==> src/rtl/bot_state_collector.sv <==
// Multi-bot state ingest: rescales each bot's (vx, vy, x, y) packet with saturation,
// gathers one packet per enabled bot per round and publishes a coherent snapshot.
module bot_state_collector #(
  parameter int NUM_BOTS    = 3,
  parameter int IN_W        = 32,
  parameter int IN_FRAC     = 16,
  parameter int OUT_W       = 16,
  parameter int OUT_FRAC    = 11,
  parameter int TIMEOUT_CYC = 1024
) (
  input  logic                          clk,
  input  logic                          rst_n,
  input  logic [NUM_BOTS-1:0]           bot_enable,
  input  logic [NUM_BOTS-1:0]           bot_valid,
  output logic [NUM_BOTS-1:0]           bot_ready,
  input  logic [NUM_BOTS*4*IN_W-1:0]    bot_data,
  output logic [NUM_BOTS*4*OUT_W-1:0]   snap_data,
  output logic [NUM_BOTS*4-1:0]         snap_sat,
  output logic [NUM_BOTS-1:0]           snap_stale,
  output logic                          snap_valid
);

  localparam int SHIFT = IN_FRAC - OUT_FRAC;
  localparam int TW    = $clog2(TIMEOUT_CYC);

  localparam logic [0:0] IDLE    = 1'b0;
  localparam logic [0:0] COLLECT = 1'b1;

  logic [0:0]                   state;
  logic [TW-1:0]                tcnt;
  logic [NUM_BOTS-1:0]          fresh;
  logic [NUM_BOTS-1:0]          capture;
  logic [NUM_BOTS*4*OUT_W-1:0]  shadow_data;
  logic [NUM_BOTS*4-1:0]        shadow_sat;
  logic [NUM_BOTS*4*OUT_W-1:0]  conv_data;
  logic [NUM_BOTS*4-1:0]        conv_sat;
  logic [OUT_W:0]               cv;
  logic                         all_in;
  logic                         publish;

  // Returns {sat, word}; the value fits when all bits from OUT_W-1 upward agree.
  function automatic logic [OUT_W:0] convert(input logic [IN_W-1:0] w);
    logic signed [IN_W-1:0] sh;
    sh = $signed(w) >>> SHIFT;
    if ((&sh[IN_W-1:OUT_W-1]) || !(|sh[IN_W-1:OUT_W-1]))
      convert = {1'b0, sh[OUT_W-1:0]};
    else if (sh[IN_W-1])
      convert = {1'b1, 1'b1, {(OUT_W-1){1'b0}}};
    else
      convert = {1'b1, 1'b0, {(OUT_W-1){1'b1}}};
  endfunction

  always_comb begin
    conv_data = '0;
    conv_sat  = '0;
    cv        = '0;
    for (int unsigned w = 0; w < NUM_BOTS*4; w++) begin
      cv = convert(bot_data[w*IN_W +: IN_W]);
      conv_data[w*OUT_W +: OUT_W] = cv[OUT_W-1:0];
      conv_sat[w] = cv[OUT_W];
    end
  end

  assign bot_ready = bot_enable & ~fresh;
  assign capture   = bot_valid & bot_ready;
  assign all_in    = (bot_enable != '0) && ((fresh & bot_enable) == bot_enable);
  assign publish   = (state == COLLECT) && (all_in || (tcnt == TW'(TIMEOUT_CYC - 1)));

  always_ff @(posedge clk or negedge rst_n) begin
    if (!rst_n) begin
      state       <= IDLE;
      tcnt        <= '0;
      fresh       <= '0;
      shadow_data <= '0;
      shadow_sat  <= '0;
      snap_data   <= '0;
      snap_sat    <= '0;
      snap_stale  <= '0;
      snap_valid  <= 1'b0;
    end else begin
      snap_valid <= 1'b0;
      if (publish) begin
        for (int unsigned i = 0; i < NUM_BOTS; i++) begin
          if (fresh[i]) begin
            snap_data[i*4*OUT_W +: 4*OUT_W] <= shadow_data[i*4*OUT_W +: 4*OUT_W];
            snap_sat[i*4 +: 4]              <= shadow_sat[i*4 +: 4];
          end
        end
        snap_stale <= bot_enable & ~fresh;
        snap_valid <= 1'b1;
      end

      // Only non-fresh channels capture, so a capture on the publish edge never
      // overwrites shadow contents being published and opens the next round.
      for (int unsigned i = 0; i < NUM_BOTS; i++) begin
        if (capture[i]) begin
          shadow_data[i*4*OUT_W +: 4*OUT_W] <= conv_data[i*4*OUT_W +: 4*OUT_W];
          shadow_sat[i*4 +: 4]              <= conv_sat[i*4 +: 4];
        end
      end
      fresh <= (publish ? '0 : fresh) | capture;

      if (publish || (state == IDLE)) begin
        tcnt  <= '0;
        state <= (|capture) ? COLLECT : IDLE;
      end else begin
        tcnt <= tcnt + TW'(1);
      end
    end
  end

endmodule

==> config.mk <==
export PLATFORM = sky130hd
export DESIGN_NAME = bot_state_collector
export DESIGN_NICKNAME = d
export VERILOG_FILES = /design/src/rtl/bot_state_collector.sv
export SDC_FILE = /design/constraint.sdc
export NUM_CORES = 1
export LEC_CHECK = 0
export BUFFER_PORTS_ARGS = -buffer_cell sky130_fd_sc_hd__buf_2
export CAP_MARGIN = 0
export CORE_AREA = 2 2 233 235
export CTS_CLUSTER_DIAMETER = 80
export DETAILED_ROUTE_END_ITERATION = 7
export DIE_AREA = 0 0 235 237
export PLACE_DENSITY = 0.61
export SETUP_SLACK_MARGIN = 0.4
export SLEW_MARGIN = 15
export SYNTH_ARGS = -nofsm -noshare
export SYNTH_HDL_FRONTEND = slang
export SYNTH_SLANG_ARGS = --single-unit
==> constraint.sdc <==
create_clock -name clk -period 2.8 [get_ports clk]
set_input_delay 0.7 -clock clk [delete_from_list [all_inputs] [get_ports clk]]
set_output_delay 0.7 -clock clk [all_outputs]
set_load 0.02 [all_outputs]
# [Word-level counts from Yosys, hierarchy flattened]
# Cells that the tools add are included.
[classes] bitwise_logic=6 muxes=28 n_eq_ne=2 n_reduce_logical=57 n_addsub=1
[ops] op="$mux 17" n=12
[ops] op="$mux 16" n=12
[ops] op="$reduce_and 12->1" n=12
[ops] op="$reduce_or 12->1" n=12
[ops] op="$logic_or 1x1->1" n=14
[ops] op="$logic_not 1->1" n=12
[ops] op="$add 10x1->10 const B" n=1
[ops] op="$eq 10x10->1 const B" n=1
[ops] op="$mux 10" n=1
[ops] op="$and 3x3->3" n=3
[ops] op="$reduce_and 2->1" n=3
[ops] op="$eq 3x3->1" n=1
[ops] op="$mux 3" n=1
[ops] op="$not 3->3" n=1
[ops] op="$or 3x3->3" n=1
[ops] op="$reduce_bool 3->1" n=1
[ops] op="$reduce_or 3->1" n=1
[ops] op="$logic_and 1x1->1" n=2
[ops] op="$mux 1" n=2
[ops] op="$not 1->1" n=1
[totals] wordCells=111 register_bits=426 input_bits=392

# [Depth between registers and ports, before layout]
# Gate-level depths: netlist of the first run.
[logic_depth] ltp_word=7 ltp_mapped=7 ltp_nobuf=6

# [Worst setup path after synthesis of the first run]
# OpenSTA, ideal clock, no wires.
[synth_path] kind="in2reg" from="input port bot_enable[2]" to="register snap_data[100]" arrival_ns=2.261 path_buffers=2 setup_ns=0.125 setup_slack_ns=0.414 stages=6 cell_sequence="nor2b_1 > nor4_4 > o211ai_2 > buf_4 > buf_6 > mux2_4"
[synth_via] elab_chain_cells=6 elab_cells_between_ends=7 cone_classes="1 x eq/ne; 1 x bitwise; 5 x reduce/logical"
[synth_lines] item="from (decl)" line="13" text="input logic [NUM_BOTS-1:0] bot_enable,"
[synth_lines] item="$and 3x3->3" line="66" text="assign all_in = (bot_enable != '0) && ((fresh & bot_enable) == bot_enable);"
[synth_lines] item="$eq 3x3->1" line="66"
[synth_lines] item="$logic_and 1x1->1 *" line="66"
[synth_lines] item="$logic_or 1x1->1 *" line="67" text="assign publish = (state == COLLECT) && (all_in || (tcnt == TW'(TIMEOUT_CYC - 1)));"
[synth_lines] item="$logic_and 1x1->1 *" line="67"
[synth_lines] item="$reduce_and 2->1 (no source line) *"
[synth_lines] item="to (signal, indexed assignment)" line="85" text="snap_data[i*4*OUT_W +: 4*OUT_W] <= shadow_data[i*4*OUT_W +: 4*OUT_W];"
[synth_lines] item="to (decl)" line="17" text="output logic [NUM_BOTS*4*OUT_W-1:0] snap_data,"
# Every way passes the cells marked *; elsewhere a longest branch is shown, timed or not.
# A chain may end at the register's enable or synchronous reset.

# [Worst setup path after layout of the first run]
[layout_path] from="register fresh[1]" to="output port bot_ready[1]"
[layout_via] elab_chain_cells=2
[layout_lines] item="from (decl)" line="31" text="logic [NUM_BOTS-1:0] fresh;"
[layout_lines] item="from (signal assigned)" line="101" text="fresh <= (publish ? '0 : fresh) | capture;"
[layout_lines] item="$not 3->3" line="64" text="assign bot_ready = bot_enable & ~fresh;"
[layout_lines] item="$and 3x3->3" line="64"
[layout_lines] item="to (decl)" line="15" text="output logic [NUM_BOTS-1:0] bot_ready,"
# No other way between the ends.

==> impl_metrics.ini, run 1 <==
[timing]
rsz0062_at_grt = yes
fin_skew_ns = 0.00771
fin_setup_tns_ns = 0
maxClockFrequency_mhz = 433
setup_viol = 0
slew_viol_final = 0
tightest_slew_ns = 1.08
maxSlewHeadroom_pct = 26.8
fin_crit_sh_pct = 82.5
report.final.hold_viol_count = 0
period_minus_slack_ns = 2.31

[placed_design]
buffer_ports.inserted = 542
dpl.hpwl_mm = 36.4
post_dp_cell_area_mm2 = 0.0217
finalWeightedCongestion = 0.876

[power_and_ir_drop]
leakagePower_nw = 11.1
power.total_mw = 25.6
power_density_mw_per_mm2 = 1100
max-vdd-ir-drop_uv = 530

[hold_path]
timing.hold.worst.class = in -> async

[floorplan]
core.rowCount = 85
placeableCoreArea_mm2 = 0.0533
dieHeight_um = 237
io-pin-count = 603
die_boundary_width_um = 235
initial_core_util_pct = 33.3
die_area_mm2 = 0.0557

[grt]
gr-usage-all-layers_pct = 17.8
grt_pass1_wl_mm = 80.2
antenna_violations_before_repair = 7
via_count_of_the_first_global_routing_pass = 14500
global_route_total_overflow = 0
grt_start_max_net_pins = 81

[synthesis]
yosys-mux-area-fraction_pct = 15.2
synth_simple_gate_area_share_pct = 12.7
synth_area_mm2 = 0.0178
postSynthAreaPerCell_um2 = 11.9
fraction_of_synthesized_cell_area_in_xor_and_xnor_cells_pct = 0.395
share_of_flip_flops_with_an_asynchronous_set_or_reset_pct = 100
synthesis.nets = 1881
synth_seq_cells = 426
most_frequently_used_flop_master_after_synthesis = sky130_fd_sc_hd__dfrtp_1
synth-compound-area-share_pct = 9.16
synth_fa_ha_area_share_pct = 0.0705
main_combinational_cell_family_by_area_after_synthesis = multiplexers
synthCells = 1488
yosysWarningCount = 0
post_synth_num_cell_types = 32
ys_seq_area_share_pct = 60.0
post_synth_edffs = 0

[clock_network]
cts_buffer_depth = 3
postCtsHoldBufs = 0
clkSinkCount = 426
cts_root_buf = sky130_fd_sc_hd__clkbuf_16
clock_tree.htree_level_count = 2
worst_setup_hold_path_clk_slew_ns = 0.06
tritoncts = done
numCtsBuffers = 47
clock_latency_ns = 0.56

[drt]
detail_route.first_pass.iterations = 5
detail_route.drc_violations = 0
drt_first_iter_violations = 670
detailroute.via_count = 14000
drt-total-wl_mm = 51.0
drtAntennaViolNets = 0
avgRoutedWirePerCell_um = 18.3
viasPerCell = 5.02

[flow_run]
count_of_max_cap_constraint_violations = 0

[critical_path]
setup.worst_path.class = reg -> out
crit_fanout = 4
worst_setup_path_startpoint = fresh[1]
r2r_start = tcnt[0]
critPathArrivalTime_ns = 1.61
required_ns = 2.10
crit_path_end_kind = output pin
startpoint_type = flop

[final_layout]
syn_to_final_growth_pct = 31.7
final_design_area_no_fill_mm2 = 0.0234
layout-drive-gt1-share_pct = 44.0
fin_nets = 2443
postLayoutCoreUtil_pct = 43.9

[status]
run_status = finished, final reports clean
-- cells in the final DEF (no fill, tap or decap), types with 8 or more instances in the layout --
cell type                   count
sky130_fd_sc_hd__buf_2        541
sky130_fd_sc_hd__dfrtp_1      426
sky130_fd_sc_hd__nand2_1      399
sky130_fd_sc_hd__o211ai_1     180
sky130_fd_sc_hd__mux2_2       159
sky130_fd_sc_hd__mux2_4        60
sky130_fd_sc_hd__clkbuf_16     49
sky130_fd_sc_hd__buf_4         42
sky130_fd_sc_hd__nand4_1       39
sky130_fd_sc_hd__nor4_1        36
sky130_fd_sc_hd__nor2_1        24
sky130_fd_sc_hd__buf_12        19
sky130_fd_sc_hd__nand3_1       15
sky130_fd_sc_hd__o31a_1        12
sky130_fd_sc_hd__clkbuf_1      10
sky130_fd_sc_hd__clkinv_2       9
sky130_fd_sc_hd__o311ai_2       8
sky130_fd_sc_hd__clkbuf_8       8
-- layout make-up --
class,instances,area [um^2]
diodes,2,5.00
inverters,3,11.3
repair buffers,604,3430
clock inverters,19,280
fillers,5038,29900
flip-flops and latches,426,10700
multi-input cells,968,6760
clock buffers,67,1370
well taps,696,871
-- Yosys cell counts, types with 5 or more instances --
cell type                    n  share of area [%]
sky130_fd_sc_hd__nand4_1    39                1.4
sky130_fd_sc_hd__dfrtp_1   426                 60
sky130_fd_sc_hd__o211ai_1  180                7.6
sky130_fd_sc_hd__nor2_1     24               0.51
sky130_fd_sc_hd__mux2_2    159                 10
sky130_fd_sc_hd__o311ai_1   12               0.59
sky130_fd_sc_hd__xor2_1      5               0.25
sky130_fd_sc_hd__o31a_1     12               0.59
sky130_fd_sc_hd__buf_6       6               0.38
sky130_fd_sc_hd__buf_2      21               0.59
sky130_fd_sc_hd__nand3_1    15               0.42
sky130_fd_sc_hd__nand2_1   399                8.4
sky130_fd_sc_hd__mux2_4     60                5.1
sky130_fd_sc_hd__clkbuf_1   61                1.3
sky130_fd_sc_hd__nor4_1     36                1.3
-- per-stage QoR --
stage          instances  worst slack (ns)  hold slack (ns)
4_1_cts             2783             0.422            0.172
6_report            2785             0.491            0.164
2_1_floorplan       1488             0.414            0.404
3_5_place_dp        2697             0.114            0.462
3_3_place_gp        2697             0.106            0.456
5_1_grt             2785             0.389            0.191
-- final timing paths --
check	to	slack (ns)	cells past startpoint
worst max-delay path	bot_ready[1]	0.49	3
worst min-delay path	snap_data[25]	0.16	1
worst max register to register	snap_data[126]	0.56	6
worst min register to register	shadow_data[111]	0.47	2
max in group asynchronous	snap_sat[4]	1.88	2
min in group clk	shadow_data[143]	0.39	3
-- repair_timing --
item | 4_1_cts | 5_1_grt
pin swaps | 0 | 0
setup endpoints to repair | 2 | 13
gates resized for setup | 1 | 3
setup buffers | 0 | 0
-- metal layers --
metal,vias up,wire (um),track usage [%]
met3,85,3200,4.43
met2,422,25100,30.0
met5,-,41,0
met1,7028,21300,22.7
met4,6,1280,5.33
li1,6439,-,-
-- kinds of logic after synthesis --
group,Yosys count
compound gates,211
buf+inv,94
simple gates,529
fa+ha+maj,1
xor+xnor,8
flops,426
mux,219
-- flip-flops by register name, indices dropped and copies added, names as in the netlist --
register	flops
snap_data	192
snap_valid	1
snap_stale	3
state	1
fresh	3
tcnt	10
shadow_data	192
snap_sat	12
shadow_sat	12
-- where the power goes --
group,switching [mW],internal [mW],leakage [nW],total (mW)
registers,1.48,8.91,5.24,10.4
clock network,2.50,4.06,0.816,6.56
logic,4.75,3.94,5.08,8.69
total,8.72,16.9,11.1,25.6
-- worst max-delay path, stage by stage, from the launching register on --
cell	delay (ns)
sky130_fd_sc_hd__dfrtp_1	0.44
sky130_fd_sc_hd__nor2b_1	0.25
sky130_fd_sc_hd__buf_4	0.18
sky130_fd_sc_hd__buf_2	0.18
Note: power is estimated with default switching activity, not from simulation.
==> run 2: changes to the inputs <==
CORE_AREA = 2 2 231 233   (was 2 2 233 235)
DIE_AREA = 0 0 233 235   (was 0 0 235 237)
PLACE_DENSITY = 0.64   (was 0.61)
clock period = 2 ns   (was 2.8 ns; I/O delays follow)
==> run 2 against run 1 <==
The flow now finishes with violations (setup timing). Cell count up 5.6%. Total power is 54% higher. Sequential power up 41%. Largest power group is now combinational logic. Routed wire length is 15% higher. Global-route usage is 2.6 points higher. Highest routed layer unchanged. Hold slack improved by 0.014 ns. Clock skew is 0.0093 ns higher. Count of clock-buffer cells in the layout is 3 higher.
==> impl_metrics.ini, run 2 (synthesized netlist as in run 1, its figures left out) <==
[hold_path]
holdPathEnd = shadow_data[70]
number_of_cells_on_the_worst_hold_path = 3
hold_path.startpoint = bot_data[139]
timing.hold.worst.class = in -> reg

[critical_path]
rr_endpoint = snap_data[138]
r2r_start = tcnt[0]
startpoint_type = flop
critical_path.max_stage_delay_ns = 0.38
cp_top_family = buffers and inverters
crit_chain = ha_2, nand3_4, nor3_4, buf_6, buf_6, o211ai_4, buf_12, clkbuf_16, mux2_2
crit_path_end_kind = flop
rr_worst_depth = 9
crit_fanout = 7
setup.worst_path.class = reg -> reg
critPathArrivalTime_ns = 2.48
slowest_stage = sky130_fd_sc_hd__dfrtp_1
critical_path_buf_inv_count = 4
required_ns = 2.46
rrSetupSlack_ns = -0.02
critical-path-top-cell-by-count = sky130_fd_sc_hd__buf_6

[final_layout]
postLayoutCoreUtil_pct = 51.1
layout-drive-gt1-share_pct = 51.7
multi_input_comb_area_mm2 = 0.00765
top_regs = shadow_data x192, snap_data x192
ff_latch_area_mm2 = 0.0107
finalNonFillerCells = 2941
final_design_area_no_fill_mm2 = 0.0267
diodes = 0
syn_to_final_growth_pct = 50.4
commonest_cells_after_routing_fill_and_taps_aside = sky130_fd_sc_hd__buf_2, sky130_fd_sc_hd__dfrtp_1, sky130_fd_sc_hd__nand2_1, sky130_fd_sc_hd__o211ai_1, sky130_fd_sc_hd__mux2_4
layout_commonest_cell = sky130_fd_sc_hd__buf_2
fin_nets = 2609
filler_cell_count = 4496

[drt]
avgRoutedWirePerCell_um = 20.0
detailroute.via_count = 15100
drt-total-wl_mm = 58.8
viasPerCell = 5.12
detail_route.drc_violations = 0
drt_first_iter_violations = 782
drtAntennaViolNets = 0
detail_route.first_pass.iterations = 5

[power_and_ir_drop]
leakagePower_nw = 13.1
seq_power_share_pct = 37.2
power.total_mw = 39.5
switching_power_mw = 13.6
max-vdd-ir-drop_uv = 797
sw_frac_of_total_pct = 34.4
power.combinational.fraction_pct = 39.3
p_int_mw = 26.0
power_density_mw_per_mm2 = 1480
power.share.clock_pct = 23.4

[timing]
maxClockFrequency_mhz = 495
fin_skew_ns = 0.0170
tightest_slew_ns = 0.800
rsz0062_at_grt = yes
finalHoldWorstSlack_ns = 0.177
period_minus_slack_ns = 2.02
fin_setup_tns_ns = -0.0341
setup_viol = 4
slew_viol_final = 0
report.final.hold_viol_count = 0
setup_slack_ns = -0.0203
fin_crit_sh_pct = 101
maxSlewHeadroom_pct = 46.7

[grt]
grt_pass1_wl_mm = 87.9
antenna_violations_before_repair = 1
grt_start_max_net_pins = 67
global_route_total_overflow = 0
gr-usage-all-layers_pct = 20.4
via_count_of_the_first_global_routing_pass = 15600

[placed_design]
buffer_ports.inserted = 542
post_dp_cell_area_mm2 = 0.0225
dp.cells = 2751
dpl.hpwl_mm = 38.9
finalWeightedCongestion = 0.904
detailedPlace.worstSlack_ns = -0.322

[clock_network]
clock_tree.htree_level_count = 2
numCtsBuffers = 51
clkSinkCount = 426
tritoncts = done
worst_setup_hold_path_clk_slew_ns = 0.06
cts_root_buf = sky130_fd_sc_hd__clkbuf_16
clock_latency_ns = 0.58
cts_buffer_depth = 3

[floorplan]
die_boundary_width_um = 233
core.rowCount = 84
io-pin-count = 603
dieHeight_um = 235
initial_core_util_pct = 34.0
die_area_mm2 = 0.0548
placeableCoreArea_mm2 = 0.0522

[status]
run_status = finished, violations left
violations = setup timing

[flow_run]
count_of_max_cap_constraint_violations = 0
-- run 2: per-layer routing --
layer / up-vias / GRT usage (%) / wire [um]
met5: - / 0 / 13
met3: 121 / 5.27 / 4240
met2: 596 / 34.4 / 28900
met4: 2 / 6.14 / 1580
met1: 7531 / 25.6 / 24100
li1: 6810 / - / -
-- run 2: what timing repair did --
item                                    in CTS  in global routing
setup buffers                               38                 31
hold buffers                                 1                  0
pin swaps                                   28                 82
endpoints found under the setup margin     602                628
endpoints found under the hold margin       36                  0
gates cloned                                22                  8
gates resized for setup                    171                142
-- run 2: layout make-up --
cell class,count,share of cell area [%]
clock buffer,70,5.36
inverter,3,0.0422
multi-input combinational,971,28.6
clock inverter,20,0.909
timing repair buffer,763,21.9
tap,688,3.22
sequential,426,39.9
-- run 2: worst min-delay path: stages --
cell	delay, ns
sky130_fd_sc_hd__buf_2	0.10
sky130_fd_sc_hd__nand2_1	0.04
sky130_fd_sc_hd__o211ai_1	0.07
-- run 2: worst max-delay path by stage --
stage	from	end	slack, ns	depth (start not counted)
6_report	tcnt[0]	snap_data[138]	-0.02	9
5_1_grt	tcnt[0]	snap_data[138]	-0.10	9
4_1_cts	tcnt[1]	snap_data[65]	0.002	8
3_5_place_dp	bot_data[87]	shadow_data[33]	-0.32	4
3_3_place_gp	bot_data[87]	shadow_data[40]	-0.27	4
2_1_floorplan	bot_enable[0]	snap_data[100]	0.11	6
-- run 2: power by group through the flow --
stage	clock [mW]	sequential (mW)	combinational, mW
2_1_floorplan	0	16.5	5.93
3_3_place_gp	0	14.5	12.6
3_5_place_dp	0	14.7	12.9
4_1_cts	9.49	14.6	14.8
5_1_grt	9.85	15.2	16.6
6_report	9.26	14.7	15.6
==> run 3: changes to the inputs <==
SKIP_CTS_REPAIR_TIMING = 1   (was default)
SKIP_LAST_GASP = 1   (was default)
==> run 3 against run 2 <==
The run now ends clean. Total power shrank 3.3%. Sequential cell count did not move. Routed wire length fell by 3.8%. Design area shrank 3.9%. Sequential power barely moved. Global-route usage fell by 1.6 points. Cell count shrank 1.4%. Register-to-register slack gained 0.07 ns. Critical path type unchanged. Critical endpoint is now snap_data[134]. Largest power group is now sequential cells.
==> impl_metrics.ini, run 3 (synthesized netlist as in run 1, its figures left out) <==
[grt]
global_route_total_overflow = 0
grt_pass1_wl_mm = 81.7
via_count_of_the_first_global_routing_pass = 14900
antenna_violations_before_repair = 2
grt_start_max_net_pins = 67
gr-usage-all-layers_pct = 18.8

[status]
run_status = finished, final reports clean

[final_layout]
postLayoutCoreUtil_pct = 49.1
layout-drive-gt1-share_pct = 48.2
commonest_cells_after_routing_fill_and_taps_aside = sky130_fd_sc_hd__buf_2, sky130_fd_sc_hd__dfrtp_1, sky130_fd_sc_hd__nand2_1, sky130_fd_sc_hd__o211ai_1, sky130_fd_sc_hd__mux2_4
top_regs = shadow_data x192, snap_data x192
fin_nets = 2567
diodes = 0
layout_commonest_cell = sky130_fd_sc_hd__buf_2
syn_to_final_growth_pct = 44.4

[timing]
setup_viol = 0
fin_crit_sh_pct = 97.6
rsz0062_at_grt = yes
maxSlewHeadroom_pct = 46.5
report.final.hold_viol_count = 0
slew_viol_final = 0
fin_setup_tns_ns = 0
period_minus_slack_ns = 1.95
tightest_slew_ns = 0.803
finalHoldWorstSlack_ns = 0.180
fin_skew_ns = 0.0201
maxClockFrequency_mhz = 512

[clock_network]
clkSinkCount = 426
clock_tree.htree_level_count = 2
clock_latency_ns = 0.58
numCtsBuffers = 51
cts_buffer_depth = 3
tritoncts = done
cts_root_buf = sky130_fd_sc_hd__clkbuf_16
worst_setup_hold_path_clk_slew_ns = 0.06

[power_and_ir_drop]
switching_power_mw = 13.1
p_int_mw = 25.1
seq_power_share_pct = 38.3
power.combinational.fraction_pct = 37.5
power_density_mw_per_mm2 = 1490
power.share.clock_pct = 24.2
leakagePower_nw = 12.4
max-vdd-ir-drop_uv = 794
power.total_mw = 38.2
sw_frac_of_total_pct = 34.3

[drt]
avgRoutedWirePerCell_um = 19.5
drtAntennaViolNets = 0
drt-total-wl_mm = 56.6
drt_first_iter_violations = 817
detail_route.drc_violations = 0
detailroute.via_count = 14800
detail_route.first_pass.iterations = 5
viasPerCell = 5.10

[placed_design]
buffer_ports.inserted = 542
dpl.hpwl_mm = 38.9
finalWeightedCongestion = 0.904

[hold_path]
timing.hold.worst.class = in -> reg

[floorplan]
die_boundary_width_um = 233
placeableCoreArea_mm2 = 0.0522
core.rowCount = 84
dieHeight_um = 235
initial_core_util_pct = 34.0
die_area_mm2 = 0.0548
io-pin-count = 603

[critical_path]
critical_path_buf_inv_count = 3
cp_top_family = buffers and inverters
startpoint_type = flop
critPathArrivalTime_ns = 2.41
crit_chain = ha_4, nand3_4, nor3_4, buf_6, o211ai_4, buf_12, clkbuf_16, mux2_4
setup.worst_path.class = reg -> reg
critical_path.max_stage_delay_ns = 0.41
required_ns = 2.46
crit_path_end_kind = flop
crit_fanout = 8
slowest_stage = sky130_fd_sc_hd__dfrtp_1

[flow_run]
count_of_max_cap_constraint_violations = 0
[run 3: cell count changes in the layout (fill, tap and decap cells not counted), moves of 13 or more]
cell                        previous run  this run
sky130_fd_sc_hd__buf_16               21         3
sky130_fd_sc_hd__buf_6                48        28
sky130_fd_sc_hd__nand2_4              23         5
sky130_fd_sc_hd__mux2_4              155       112
sky130_fd_sc_hd__clkbuf_16            60        73
sky130_fd_sc_hd__mux2_2               64       107
sky130_fd_sc_hd__nand2_1             341       392
sky130_fd_sc_hd__nand2_2              34         2
[run 3: final timing paths]
kind | cells past startpoint | to | start | slack [ns]
worst max-delay path | 8 | snap_data[134] | tcnt[1] | 0.05
worst min-delay path | 3 | shadow_data[18] | bot_data[39] | 0.18
worst max register to register | 8 | snap_data[134] | tcnt[1] | 0.05
worst min register to register | 2 | shadow_data[79] | shadow_data[79] | 0.48
max in group asynchronous | 4 | shadow_data[14] | rst_n | 0.77
min in group asynchronous | 2 | shadow_data[11] | rst_n | 0.41
[run 3: power by group through the flow]
stage | combinational [mW] | sequential, mW | clock (mW)
detailed placement | 12.9 | 14.7 | 0
CTS | 12.9 | 14.6 | 9.49
global route | 15.4 | 15.1 | 9.85
floorplan | 5.93 | 16.5 | 0
finish | 14.3 | 14.6 | 9.24
global placement | 12.6 | 14.5 | 0
[run 3: per-layer routing]
layer,share of wire (%),vias to the layer above,track usage [%],wire length (um)
met3,7.6,109,5.73,4290
met1,41,7413,23.2,23200
met5,0.039,-,0,22
met2,49,528,31.3,27600
li1,-,6718,-,-
met4,2.7,4,6.29,1560
[run 3: tightest hold or removal path, delay by kind of cell]
kind            cells  cell delay, ns
buf+inv             1            0.09
simple gates        1            0.04
compound gates      1            0.07
[run 3: area by class of cell]
cell class / count / area [um^2]
clock buffers: 70 / 1430
clock inverters: 20 / 243
repair buffers: 721 / 5170
multi-input cells: 971 / 7270
well taps: 688 / 861
fillers: 4578 / 26600
flip-flops and latches: 426 / 10700
inverters: 3 / 11.3
[run 3: metrics by stage]
stage                     cells  setup WS [ns]  area (um^2)
after detailed placement   2751         -0.322        22500
after CTS                  2841         -0.136        24200
after global placement     2751         -0.272        22500
after floorplan            1488          0.110        18000
final                      2899         0.0482        25600
after global routing       2899        -0.0281        25600
